==> src/rtl/display_pkg.sv <==
// Shared types and constants for the display sequencer and its dwell timer.
// Latency: n/a (declarations only).
// Backpressure: n/a.
package display_pkg;

    typedef enum logic [1:0] {
        ST_INIT = 2'd0,
        ST_IDLE = 2'd1,
        ST_SHOW = 2'd2,
        ST_GAP  = 2'd3
    } state_t;

    typedef logic [1:0] digit_idx_t;

    localparam digit_idx_t IDX_HUNDREDS = 2'd0;
    localparam digit_idx_t IDX_TENS     = 2'd1;
    localparam digit_idx_t IDX_ONES     = 2'd2;
    localparam digit_idx_t IDX_OFF      = 2'd3;

    // INIT issues triggers on even counts 0,2,4 and leaves on this count
    localparam logic [2:0] INIT_LAST = 3'd5;

    // Registered output bundle driven towards the display controller
    typedef struct packed {
        logic [7:0] value;
        logic       trigger;
        logic       blank;
        logic       busy;
        logic       done;
        digit_idx_t digit_idx;
    } disp_out_t;

    localparam disp_out_t DISP_OUT_RST = '{
        value:     8'd0,
        trigger:   1'b0,
        blank:     1'b1,
        busy:      1'b1,
        done:      1'b0,
        digit_idx: IDX_HUNDREDS
    };

    // The downstream selector advances mod 4 on every trigger
    function automatic digit_idx_t next_idx(input digit_idx_t idx);
        return idx + 2'd1;
    endfunction

endpackage

==> src/rtl/dwell_timer.sv <==
// Loadable down counter that parks at zero and flags it.
// Latency: load visible next cycle; zero is combinational from the count.
// Backpressure: none; load always wins over counting.
module dwell_timer #(
    parameter int CNT_W = 24
) (
    input  logic             clk,
    input  logic             rst_n,
    input  logic             load,
    input  logic [CNT_W-1:0] load_val,
    output logic             zero
);

    logic [CNT_W-1:0] cnt_q;

    always_ff @(posedge clk or negedge rst_n) begin
        if (!rst_n) begin
            cnt_q <= '0;
        end else if (load) begin
            cnt_q <= load_val;
        end else if (cnt_q != '0) begin
            cnt_q <= cnt_q - 1'b1;
        end
    end

    assign zero = (cnt_q == '0);

endmodule

==> src/rtl/display_sequencer.sv <==
// Walks one 7-seg digit through hundreds/tens/ones with blank gaps between.
// Latency: trigger one cycle after an accepted start; done 3*DWELL+2*GAP later.
// Backpressure: start is dropped (not queued) while busy.
module display_sequencer
    import display_pkg::*;
#(
    parameter int DWELL_CYCLES = 10_000_000,
    parameter int GAP_CYCLES   = 2_000_000,
    parameter int CNT_W        = 24
) (
    input  logic       clk,
    input  logic       rst_n,
    input  logic       start,
    input  logic [7:0] value_in,
    output logic [7:0] value,
    output logic       trigger,
    output logic       blank,
    output logic       busy,
    output logic       done,
    output logic [1:0] digit_idx
);

    localparam logic [CNT_W-1:0] DWELL_LOAD = CNT_W'(DWELL_CYCLES - 1);
    localparam logic [CNT_W-1:0] GAP_LOAD   = CNT_W'((GAP_CYCLES > 0) ? GAP_CYCLES - 1 : 0);
    localparam bit               HAS_GAP    = (GAP_CYCLES > 0);

    state_t           state_q, state_nxt;
    logic [2:0]       init_cnt_q, init_cnt_nxt;
    disp_out_t        out_q, out_nxt;
    logic             tmr_load;
    logic [CNT_W-1:0] tmr_load_val;
    logic             tmr_zero;

    dwell_timer #(
        .CNT_W (CNT_W)
    ) u_dwell_timer (
        .clk      (clk),
        .rst_n    (rst_n),
        .load     (tmr_load),
        .load_val (tmr_load_val),
        .zero     (tmr_zero)
    );

    always_ff @(posedge clk or negedge rst_n) begin
        if (!rst_n) begin
            state_q    <= ST_INIT;
            init_cnt_q <= '0;
            out_q      <= DISP_OUT_RST;
        end else begin
            state_q    <= state_nxt;
            init_cnt_q <= init_cnt_nxt;
            out_q      <= out_nxt;
        end
    end

    always_comb begin
        state_nxt     = state_q;
        init_cnt_nxt  = init_cnt_q;
        out_nxt       = out_q;
        out_nxt.trigger = 1'b0;
        out_nxt.done    = 1'b0;
        tmr_load      = 1'b0;
        tmr_load_val  = DWELL_LOAD;

        case (state_q)
            // Walk the selector from its reset state 0 to OFF with spaced pulses
            ST_INIT: begin
                init_cnt_nxt = init_cnt_q + 3'd1;
                if (init_cnt_q == INIT_LAST) begin
                    out_nxt.busy  = 1'b0;
                    out_nxt.blank = 1'b0;
                    state_nxt     = ST_IDLE;
                end else if (!init_cnt_q[0]) begin
                    out_nxt.trigger   = 1'b1;
                    out_nxt.digit_idx = next_idx(out_q.digit_idx);
                end
            end

            ST_IDLE: begin
                if (start) begin
                    out_nxt.value     = value_in;
                    out_nxt.trigger   = 1'b1;
                    out_nxt.digit_idx = next_idx(out_q.digit_idx);
                    out_nxt.busy      = 1'b1;
                    out_nxt.blank     = 1'b0;
                    tmr_load          = 1'b1;
                    tmr_load_val      = DWELL_LOAD;
                    state_nxt         = ST_SHOW;
                end
            end

            ST_SHOW: begin
                if (tmr_zero) begin
                    if (out_q.digit_idx == IDX_ONES) begin
                        out_nxt.trigger   = 1'b1;
                        out_nxt.digit_idx = next_idx(out_q.digit_idx);
                        out_nxt.done      = 1'b1;
                        out_nxt.busy      = 1'b0;
                        state_nxt         = ST_IDLE;
                    end else if (HAS_GAP) begin
                        out_nxt.blank = 1'b1;
                        tmr_load      = 1'b1;
                        tmr_load_val  = GAP_LOAD;
                        state_nxt     = ST_GAP;
                    end else begin
                        out_nxt.trigger   = 1'b1;
                        out_nxt.digit_idx = next_idx(out_q.digit_idx);
                        tmr_load          = 1'b1;
                        tmr_load_val      = DWELL_LOAD;
                    end
                end
            end

            ST_GAP: begin
                if (tmr_zero) begin
                    out_nxt.trigger   = 1'b1;
                    out_nxt.digit_idx = next_idx(out_q.digit_idx);
                    out_nxt.blank     = 1'b0;
                    tmr_load          = 1'b1;
                    tmr_load_val      = DWELL_LOAD;
                    state_nxt         = ST_SHOW;
                end
            end

            default: begin
                state_nxt = ST_INIT;
            end
        endcase
    end

    assign value     = out_q.value;
    assign trigger   = out_q.trigger;
    assign blank     = out_q.blank;
    assign busy      = out_q.busy;
    assign done      = out_q.done;
    assign digit_idx = out_q.digit_idx;

endmodule
==> config.mk <==
export PLATFORM = sky130hd
export DESIGN_NAME = display_sequencer
export DESIGN_NICKNAME = d
export VERILOG_FILES = /design/src/rtl/display_pkg.sv /design/src/rtl/dwell_timer.sv /design/src/rtl/display_sequencer.sv
export SDC_FILE = /design/constraint.sdc
export NUM_CORES = 1
export LEC_CHECK = 0
export ABC_AREA = 0
export CAP_MARGIN = 20
export CORE_MARGIN = 3
export CORE_UTILIZATION = 55
export CTS_CLUSTER_SIZE = 40
export DETAILED_ROUTE_END_ITERATION = 6
export PLACE_DENSITY = 0.8
export SETUP_SLACK_MARGIN = 0.3
export SLEW_MARGIN = 10
export SYNTH_ARGS = -nofsm -noshare
export SYNTH_HDL_FRONTEND = slang
export SYNTH_SLANG_ARGS = --single-unit
==> constraint.sdc <==
create_clock -name clk -period 2.95 [get_ports clk]
set_input_delay 0.7375 -clock clk [delete_from_list [all_inputs] [get_ports clk]]
set_output_delay 0.7375 -clock clk [all_outputs]
set_load 0.01 [all_outputs]
==> impl_metrics.ini, run 1 <==
[power_and_ir_drop]
cellLeakagePower_nw = 1.09
ir_worst_vdd_mv = 0.709
p_per_area_nw_per_um2 = 843

[timing]
fin_crit_sh = 0.847
whs_ps = 497
period_needed_ps = 2500
timing.setup.tns_ps = 0
finalSetupViolations = 0
fmax_ghz = 0.400
worst_clock_skew_ps = 9.37
max_slew.worst_pin.slew_ps = 931
rsz0062_at_grt = no
slew_headroom = 0.379
hold_viol = 0
maxSlewViolCount = 0

[clocking]
cts_hold_buf = 0
cts_buffers = 5
cts_setup_buffers = 0
clk_pin_slew_ps = 90
cts-htree-levels = 2
cts.sinks = 43
clk_latency_ps = 310
clk_path_buf_depth = 2
cts-root-buf = clkbuf_8
cts_tree = done

[detailed_routing]
via_count = 1772
routed_wl_um = 4600
drt_first_iter_violations = 185
via_per_inst = 5.87
antenna_left = 0
routedWlPerCell_um = 15.2
dr.pass1.iters = 4
drc = 0

[floorplanning]
ioPinCount = 25
coreArea_um2 = 4060
dieWidth_um = 71.1
design.die.area_um2 = 5060
rows = 23
die_h_um = 71.1
initial_utilization = 0.575

[critical_path]
path_delay_family = simple AND/OR/NAND/NOR gates
reg2reg_setup_slack_ps = 450
cp_slowest_cell = or4_4
cp.arrival_ps = 2740
critPathMaxStageDelay_ps = 570
crit_chain = or4_4 > nor4_4 > o211ai_1 > or4b_1 > a21oi_1
worst_ep_required_time_ps = 3190
critPathBufInv = 0
path_class = register to register
critPathMaxFanout = 6
worstReg2RegEnd = u_dwell_timer.cnt_q[21]$_DFFE_PN0P_
end_kind = register
worstRegToRegCells = 5
cp-start-kind = register
r2r_start = u_dwell_timer.cnt_q[10]$_DFFE_PN0P_

[hold_path]
whs_path_depth = 1
hold_start = init_cnt_q[2]$_DFFE_PN0P_
min_path_type = register to register
hold_path_end = init_cnt_q[2]$_DFFE_PN0P_

[synth]
syn_avg_cell_area_um2 = 10.4
ys_ff_latch = 43
synth_compound_area_frac = 0.123
seq_area_frac_synth = 0.462
synth_xor_area_frac = 0.0676
synth_nets = 246
syn_area_um2 = 2330
synth_top_family_by_area = simple AND/OR/NAND/NOR gates
synth_cell_type_count = 50
synth-async-reset-ratio = 1.00
synth-edff-count = 0
synth_fa_ha_area_frac = 0.0536
synthSimpleGateAreaFrac = 0.197
muxShareOfSynthArea = 0.0568
synth_cells = 225
ys.flop_type = dfrtp_1
yosysWarnings = 0

[grt]
grt_busiest_layer = met2
globalRouteMet3Util = 0.0526
met1_usage = 0.280
grt_pass1_wl_um = 8200
antenna_found_initial = 0
grt_pass1_vias = 1780
grt_max_degree = 44
grtUsageMet2 = 0.314
grt_overflow = 0
grtUsageTotal = 0.204

[placement]
numPortBuffers = 24
place_hpwl_um = 3260
routabilityCongestion = 0.836

[outcome]
outcome = finished clean

[final_layout]
fin_nets = 272
drive_above_1_share = 0.135
n_antenna_cell = 0
area_growth_pct = 16.6

[run]
maxCapViolations = 0
## cell families after synthesis
family / after synthesis
muxes: 12
DFF: 43
adders and majority gates: 10
buffers and inverters: 20
AOI/OAI and AO/OA: 42
and+or+nand+nor: 80
xor gates and xnor gates: 18
## per-layer routing
metal / vias to the layer above / wire length, um
met2: 48 / 2120
met3: 9 / 220
met4: 0 / 86
li1: 857 / -
met5: - / 0
met1: 858 / 2170
## cells in the mapped netlist, types with 3 or more instances
library cell / count / share of area
a21oi_1: 7 / 0.015
clkbuf_1: 3 / 0.0048
dfrtp_1: 41 / 0.44
ha_1: 10 / 0.054
inv_1: 13 / 0.021
mux2_2: 10 / 0.048
nand2_1: 15 / 0.024
nand4_1: 3 / 0.0080
nor2_1: 17 / 0.027
nor2b_1: 3 / 0.0080
nor3_1: 9 / 0.019
nor4_1: 4 / 0.011
o21ai_0: 12 / 0.026
o31ai_1: 3 / 0.0097
or3_1: 8 / 0.021
or4_1: 6 / 0.019
xnor2_1: 3 / 0.011
xor2_1: 15 / 0.056
## cell usage in the layout, fill, tap and decap left out, types with 3 or more instances in the layout
cell / synthesis / final
nor4_1: 4 / 4
inv_1: 13 / 13
ha_1: 10 / 10
nand4_1: 3 / 3
nand2_1: 15 / 15
xor2_1: 15 / 15
mux2_2: 10 / 10
o21ai_0: 12 / 12
clkbuf_8: 0 / 5
nor3_1: 9 / 9
nor2b_1: 3 / 3
clkdlybuf4s50_1: 0 / 23
o31ai_1: 3 / 3
a21oi_1: 7 / 7
or3_1: 8 / 7
dfrtp_1: 41 / 41
nor2_1: 17 / 17
or4_1: 6 / 6
xnor2_1: 3 / 3
## registers in the layout (all words and copies together), names as in the netlist
signal,cells
u_dwell_timer.cnt_q,24
value,8
init_cnt_q,3
digit_idx,2
state_q,2
blank,1
busy,1
done,1
trigger,1
## where the power goes
group / leakage [nW] / internal, mW / total, mW / switching, mW
Sequential: 0.496 / 0.751 / 0.883 / 0.132
Clock: 0.0581 / 0.252 / 0.467 / 0.214
Combinational: 0.533 / 0.462 / 0.945 / 0.483
## layout make-up
type / count / area, um2
Fill cell: 321 / 1340
Multi-Input combinational cell: 162 / 1170
Sequential cell: 43 / 1080
Timing Repair Buffer: 26 / 250
Clock buffer: 5 / 68.8
Tap cell: 50 / 62.6
Inverter: 13 / 48.8
Clock inverter: 3 / 43.8
## how the worst max path moves through the flow
stage	cells after the start	slack [ps]	start	end
after floorplan	6	580	u_dwell_timer.cnt_q[10]$_DFFE_PN0P_	state_q[1]$_DFFE_PN0P_
after global placement	5	420	u_dwell_timer.cnt_q[10]$_DFFE_PN0P_	u_dwell_timer.cnt_q[6]$_DFFE_PN0P_
after detailed placement	5	330	u_dwell_timer.cnt_q[10]$_DFFE_PN0P_	u_dwell_timer.cnt_q[6]$_DFFE_PN0P_
after CTS	5	320	u_dwell_timer.cnt_q[10]$_DFFE_PN0P_	u_dwell_timer.cnt_q[6]$_DFFE_PN0P_
after global routing	6	320	u_dwell_timer.cnt_q[15]$_DFFE_PN0P_	u_dwell_timer.cnt_q[6]$_DFFE_PN0P_
final	5	450	u_dwell_timer.cnt_q[10]$_DFFE_PN0P_	u_dwell_timer.cnt_q[21]$_DFFE_PN0P_
## through the flow
stage / std cells / util / worst slack (ps) / power, mW / cell area, um2
6_report: 302 / 0.671 / 450 / 2.29 / 2720
5_1_grt: 302 / 0.671 / 319 / 2.46 / 2720
4_1_cts: 302 / 0.669 / 319 / 2.31 / 2720
3_5_place_dp: 294 / 0.642 / 334 / 1.83 / 2600
3_3_place_gp: 294 / 0.642 / 417 / 1.79 / 2600
2_1_floorplan: 225 / - / 580 / 1.51 / 2330
## timing repair
action                                 in CTS  in global routing
endpoints found under the hold margin       0                  0
resized for setup                           0                  1
setup endpoints to repair                   0                 20
Power figures use the tool's default switching activity.
==> run 2: changes to the inputs <==
CORE_UTILIZATION = 51   (was 55)
PLACE_DENSITY = 0.78   (was 0.8)
clock period = 2 ns   (was 2.95 ns; I/O delays follow)
==> run 2 against run 1 <==
Compared with the run above:
- highest routed layer unchanged
- the run now ends with negative setup slack left
- combinational power increased by 100%
- hold slack lost 340 ps
- power increased by 70%
- largest power group unchanged
- die area increased by 7.2%
- utilization increased by 12 points
- global-route usage is 3.5 points higher
- first-iteration DRC count decreased by 7.0%
==> impl_metrics.ini, run 2 (same netlist as run 1, synthesis figures left out) <==
[timing]
slew_headroom = 0.663
fmax_ghz = 0.445
period_needed_ps = 2250
finalWorstSetupSlack_ps = -248
max_slew.worst_pin.slew_ps = 505
finalSetupViolations = 32
rsz0062_at_grt = yes
fin_crit_sh = 1.12
maxSlewViolCount = 0
hold_viol = 0
worst_clock_skew_ps = 5.95

[outcome]
outcome = finished with violations
violations = negative setup slack

[floorplanning]
dieWidth_um = 73.6
die_h_um = 73.6
design.die.area_um2 = 5420
rows = 23
initial_utilization = 0.555
coreArea_um2 = 4200
ioPinCount = 25

[clocking]
cts-htree-levels = 2
cts.sinks = 43
cts_tree = done
clk_pin_slew_ps = 80
clk_path_buf_depth = 2
cts_hold_buf = 0
cts_buffers = 5
cts-root-buf = clkbuf_8
clk_latency_ps = 300

[detailed_routing]
routedWlPerCell_um = 17.1
antenna_left = 0
via_per_inst = 5.80
routed_wl_um = 6140
drc = 0
drt_first_iter_violations = 172
via_count = 2088
dr.pass1.iters = 4

[final_layout]
n_fill_cell = 261
drive_above_1_share = 0.348
mostFrequentLayoutCells = buf_4, dfrtp_1, nor2_1, xor2_1
top_register = u_dwell_timer.cnt_q
area_growth_pct = 41.9
n_antenna_cell = 0
final_util = 0.788
multi_input_area_um2 = 1300
final-seq-area_um2 = 1080
fin_nets = 330
final_common_cell = buf_4
instances_no_fill = 360
largest_register_ff_count = 24

[placement]
numPortBuffers = 24
place_inst = 346
routabilityCongestion = 0.865
place_hpwl_um = 4230

[critical_path]
cp_slowest_cell = or4b_1
cp-start-kind = register
critPathMaxStageDelay_ps = 460
r2r_start = u_dwell_timer.cnt_q[0]$_DFFE_PN0P_
crit_chain = inv_1 > ha_1 > nor4b_2 > buf_4 > nand4b_1 > buf_6 > buf_4 > o211ai_1 > buf_4 > or4b_1 > a21oi_1
startpoint = u_dwell_timer.cnt_q[0]$_DFFE_PN0P_
critPathMaxFanout = 6
cp_common_cell = buf_4
end_kind = register
worst_ep_required_time_ps = 2230
worstRegToRegCells = 11
cp.arrival_ps = 2480
path_class = register to register

[power_and_ir_drop]
cellLeakagePower_nw = 1.47
p_per_area_nw_per_um2 = 1180
ir_worst_vdd_mv = 1.03

[grt]
antenna_found_initial = 0
grt_max_degree = 24
grt_pass1_vias = 2177
grt_overflow = 0
grt_pass1_wl_um = 9960
grtUsageTotal = 0.239

[run]
maxCapViolations = 0

[hold_path]
min_path_type = input pin to asynchronous set/reset pin
run 2: changes by cell type in the layout (fill, tap and decap cells not counted), sizes merged:
| cell | delta |
|---|---|
| clkinv | -1 |
| clkbuf | +1 |
| dlymetal6s2s | +3 |
| a21oi | +1 |
| buf | +57 |
| dlygate4sd2 | +8 |
| clkdlybuf4s50 | -11 |
run 2: worst paths after layout:
check                                                 endpoint  slack [ps]
min reg2reg                           digit_idx[0]$_DFFE_PN0P_         500
max reg2reg                u_dwell_timer.cnt_q[21]$_DFFE_PN0P_        -250
min in group clk                      digit_idx[0]$_DFFE_PN0P_         500
max in group asynchronous   u_dwell_timer.cnt_q[1]$_DFFE_PN0P_        1340
max                        u_dwell_timer.cnt_q[21]$_DFFE_PN0P_        -250
min                        u_dwell_timer.cnt_q[18]$_DFFE_PN0P_         160
run 2: area by class of cell:
class,count,area share
clock buffers,6,0.0249
clock inverters,2,0.0106
inverters,13,0.0147
multi-input cells,163,0.392
flip-flops and latches,43,0.326
well taps,50,0.0189
repair buffers,83,0.213
run 2: worst max-delay path: cells and delay by family (launching register included):
family,cells,cell delay (ps)
and+or+nand+nor,3,710
buffers and inverters,5,660
DFF,1,370
AOI/OAI and AO/OA,2,250
adders and majority gates,1,190
run 2: layer usage:
layer | vias up | track usage | share of wire | wire (um)
met3 | 21 | 0.0575 | 0.063 | 387
met4 | 0 | 0.0684 | 0.026 | 159
met1 | 1017 | 0.286 | 0.39 | 2420
met5 | - | 0 | 0 | 0
li1 | 965 | - | - | -
met2 | 85 | 0.422 | 0.52 | 3180
run 2: power by group:
part	switching, mW	internal, mW	leakage (nW)
combinational	0.985	0.931	0.909
clock	0.301	0.404	0.0612
sequential	0.169	1.11	0.496
run 2: through the flow:
| stage | cell area, um2 | setup slack, ps | hold slack, ps | total power [mW] | setup TNS (ps) |
|---|---|---|---|---|---|
| final | 3310 | -248 | 156 | 3.90 | -6100 |
| after global routing | 3310 | -342 | 175 | 4.15 | -7880 |
| after CTS | 3220 | -225 | 163 | 3.79 | -5440 |
| after detailed placement | 3030 | -303 | 492 | 3.03 | -7900 |
| after global placement | 3030 | -249 | 485 | 2.94 | -6660 |
| after floorplan | 2370 | -266 | 204 | 2.24 | -6780 |
run 2: what timing repair did:
item,CTS,global route
gates resized for setup,24,15
hold endpoints to repair,0,0
gates cloned,1,0
endpoints found under the setup margin,40,43
setup buffers,1,4
pin swaps,4,4
==> run 3: changes to the inputs <==
MAX_ROUTING_LAYER = met4   (was not set)
==> run 3 against run 2 <==
Compared with the run above:
- hold slack better by 5.7 ps
- maximum frequency about the same
- critical endpoint unchanged
- the flow still finishes with violations (negative setup slack)
- first-iteration DRC count down 8.7%
- highest routed layer unchanged
==> impl_metrics.ini, run 3 (same netlist as run 1, synthesis figures left out) <==
[placement]
routabilityCongestion = 0.879
dpl_cell_area_um2 = 3030
numPortBuffers = 24
place_ws_ps = -303
place_hpwl_um = 4230

[final_layout]
final_util = 0.788
final_common_cell = buf_4
drive_above_1_share = 0.348
mostFrequentLayoutCells = buf_4, dfrtp_1, nor2_1, xor2_1
top_register = u_dwell_timer.cnt_q
final_cell_area_um2 = 3310
largest_register_ff_count = 24
fin_nets = 330
area_growth_pct = 41.9
n_antenna_cell = 0
n_fill_cell = 261

[timing]
slew_headroom = 0.656
finalWorstSetupSlack_ps = -250
hold_viol = 0
worst_clock_skew_ps = 4.38
period_needed_ps = 2250
fin_crit_sh = 1.12
finalSetupViolations = 32
rsz0062_at_grt = yes
fmax_ghz = 0.445
timing.setup.tns_ps = -6050
whs_ps = 162
maxSlewViolCount = 0
max_slew.worst_pin.slew_ps = 516

[critical_path]
cp-start-kind = register
crit_chain = or4_4 > nor4_4 > o211ai_1 > buf_4 > or4b_1 > a21oi_1
path_class = register to register
end_kind = register
cp.arrival_ps = 2480
r2r_start = u_dwell_timer.cnt_q[10]$_DFFE_PN0P_
critPathMaxFanout = 5
cp_slowest_cell = or4_4
startpoint = u_dwell_timer.cnt_q[10]$_DFFE_PN0P_
worstRegToRegCells = 6
worst_ep_required_time_ps = 2230
critPathMaxStageDelay_ps = 570

[floorplanning]
initial_utilization = 0.555
dieWidth_um = 73.6
coreArea_um2 = 4200
rows = 23
ioPinCount = 25
design.die.area_um2 = 5420
die_h_um = 73.6

[clocking]
clk_latency_ps = 300
cts.sinks = 43
cts-htree-levels = 2
clk_pin_slew_ps = 80
cts-root-buf = clkbuf_8
clk_path_buf_depth = 2
cts_buffers = 5
cts_tree = done
cts_hold_buf = 0

[grt]
grt_pass1_vias = 2174
grt_max_degree = 24
grtUsageTotal = 0.245
grt_pass1_wl_um = 9960
grt_overflow = 0
antenna_found_initial = 0

[outcome]
violations = negative setup slack
outcome = finished with violations

[detailed_routing]
via_per_inst = 5.76
routedWlPerCell_um = 17.1
dr.pass1.iters = 4
antenna_left = 0
routed_wl_um = 6160
drc = 0
drt_first_iter_violations = 157
via_count = 2074

[power_and_ir_drop]
p_per_area_nw_per_um2 = 1180
cellLeakagePower_nw = 1.47
ir_worst_vdd_mv = 1.03

[hold_path]
min_path_type = input pin to asynchronous set/reset pin

[run]
maxCapViolations = 0
## run 3: cell counts in the layout (fill, tap and decap cells not counted)
No cell type changed its count.
## run 3: stage by stage
step | cells | total power, mW
after global routing | 360 | 4.14
after CTS | 356 | 3.79
after global placement | 346 | 2.94
after detailed placement | 346 | 3.03
after floorplan | 225 | 2.24
final | 360 | 3.90
## run 3: final cells by class
type                       instances  area, um2  area share
inverter                          13       48.8      0.0147
timing repair buffer              83        707       0.213
multi-input combinational        163       1300       0.392
sequential                        43       1080       0.326
clock inverter                     2       35.0      0.0106
clock buffer                       6       82.6      0.0249
tap                               50       62.6      0.0189
## run 3: worst paths after layout
kind | endpoint | slack, ps
min in group clk | digit_idx[0]$_DFFE_PN0P_ | 500
worst min-delay path | u_dwell_timer.cnt_q[17]$_DFFE_PN0P_ | 160
max in group asynchronous | value[2]$_DFFE_PN0P_ | 1330
worst max-delay path | u_dwell_timer.cnt_q[21]$_DFFE_PN0P_ | -250
worst max register to register | u_dwell_timer.cnt_q[21]$_DFFE_PN0P_ | -250
worst min register to register | digit_idx[0]$_DFFE_PN0P_ | 500
## run 3: worst max-delay path: cells and delay by family (launching register included)
family                 cells  cell delay (ps)
and+or+nand+nor            3             1320
AOI/OAI and AO/OA          2              290
DFF                        1              390
buffers and inverters      1              180
## run 3: where the power goes
group | switching (mW) | internal (mW) | leakage, nW
clock | 0.300 | 0.404 | 0.0612
sequential | 0.170 | 1.11 | 0.496
combinational | 0.989 | 0.929 | 0.909
total | 1.46 | 2.44 | 1.47
## run 3: what timing repair did
action,4_1_cts,5_1_grt
pin swaps,4,4
endpoints found under the setup margin,40,43
resized for setup,24,15
buffers inserted,1,4
cloned,1,0
## run 3: metal layers
layer  GRT usage  up-vias  routed length, um
met5           -        -                  0
met4      0.0684        0                144
met3      0.0534       19                353
met2       0.419       74               3210
met1       0.291     1014               2450
li1            -      967                  -
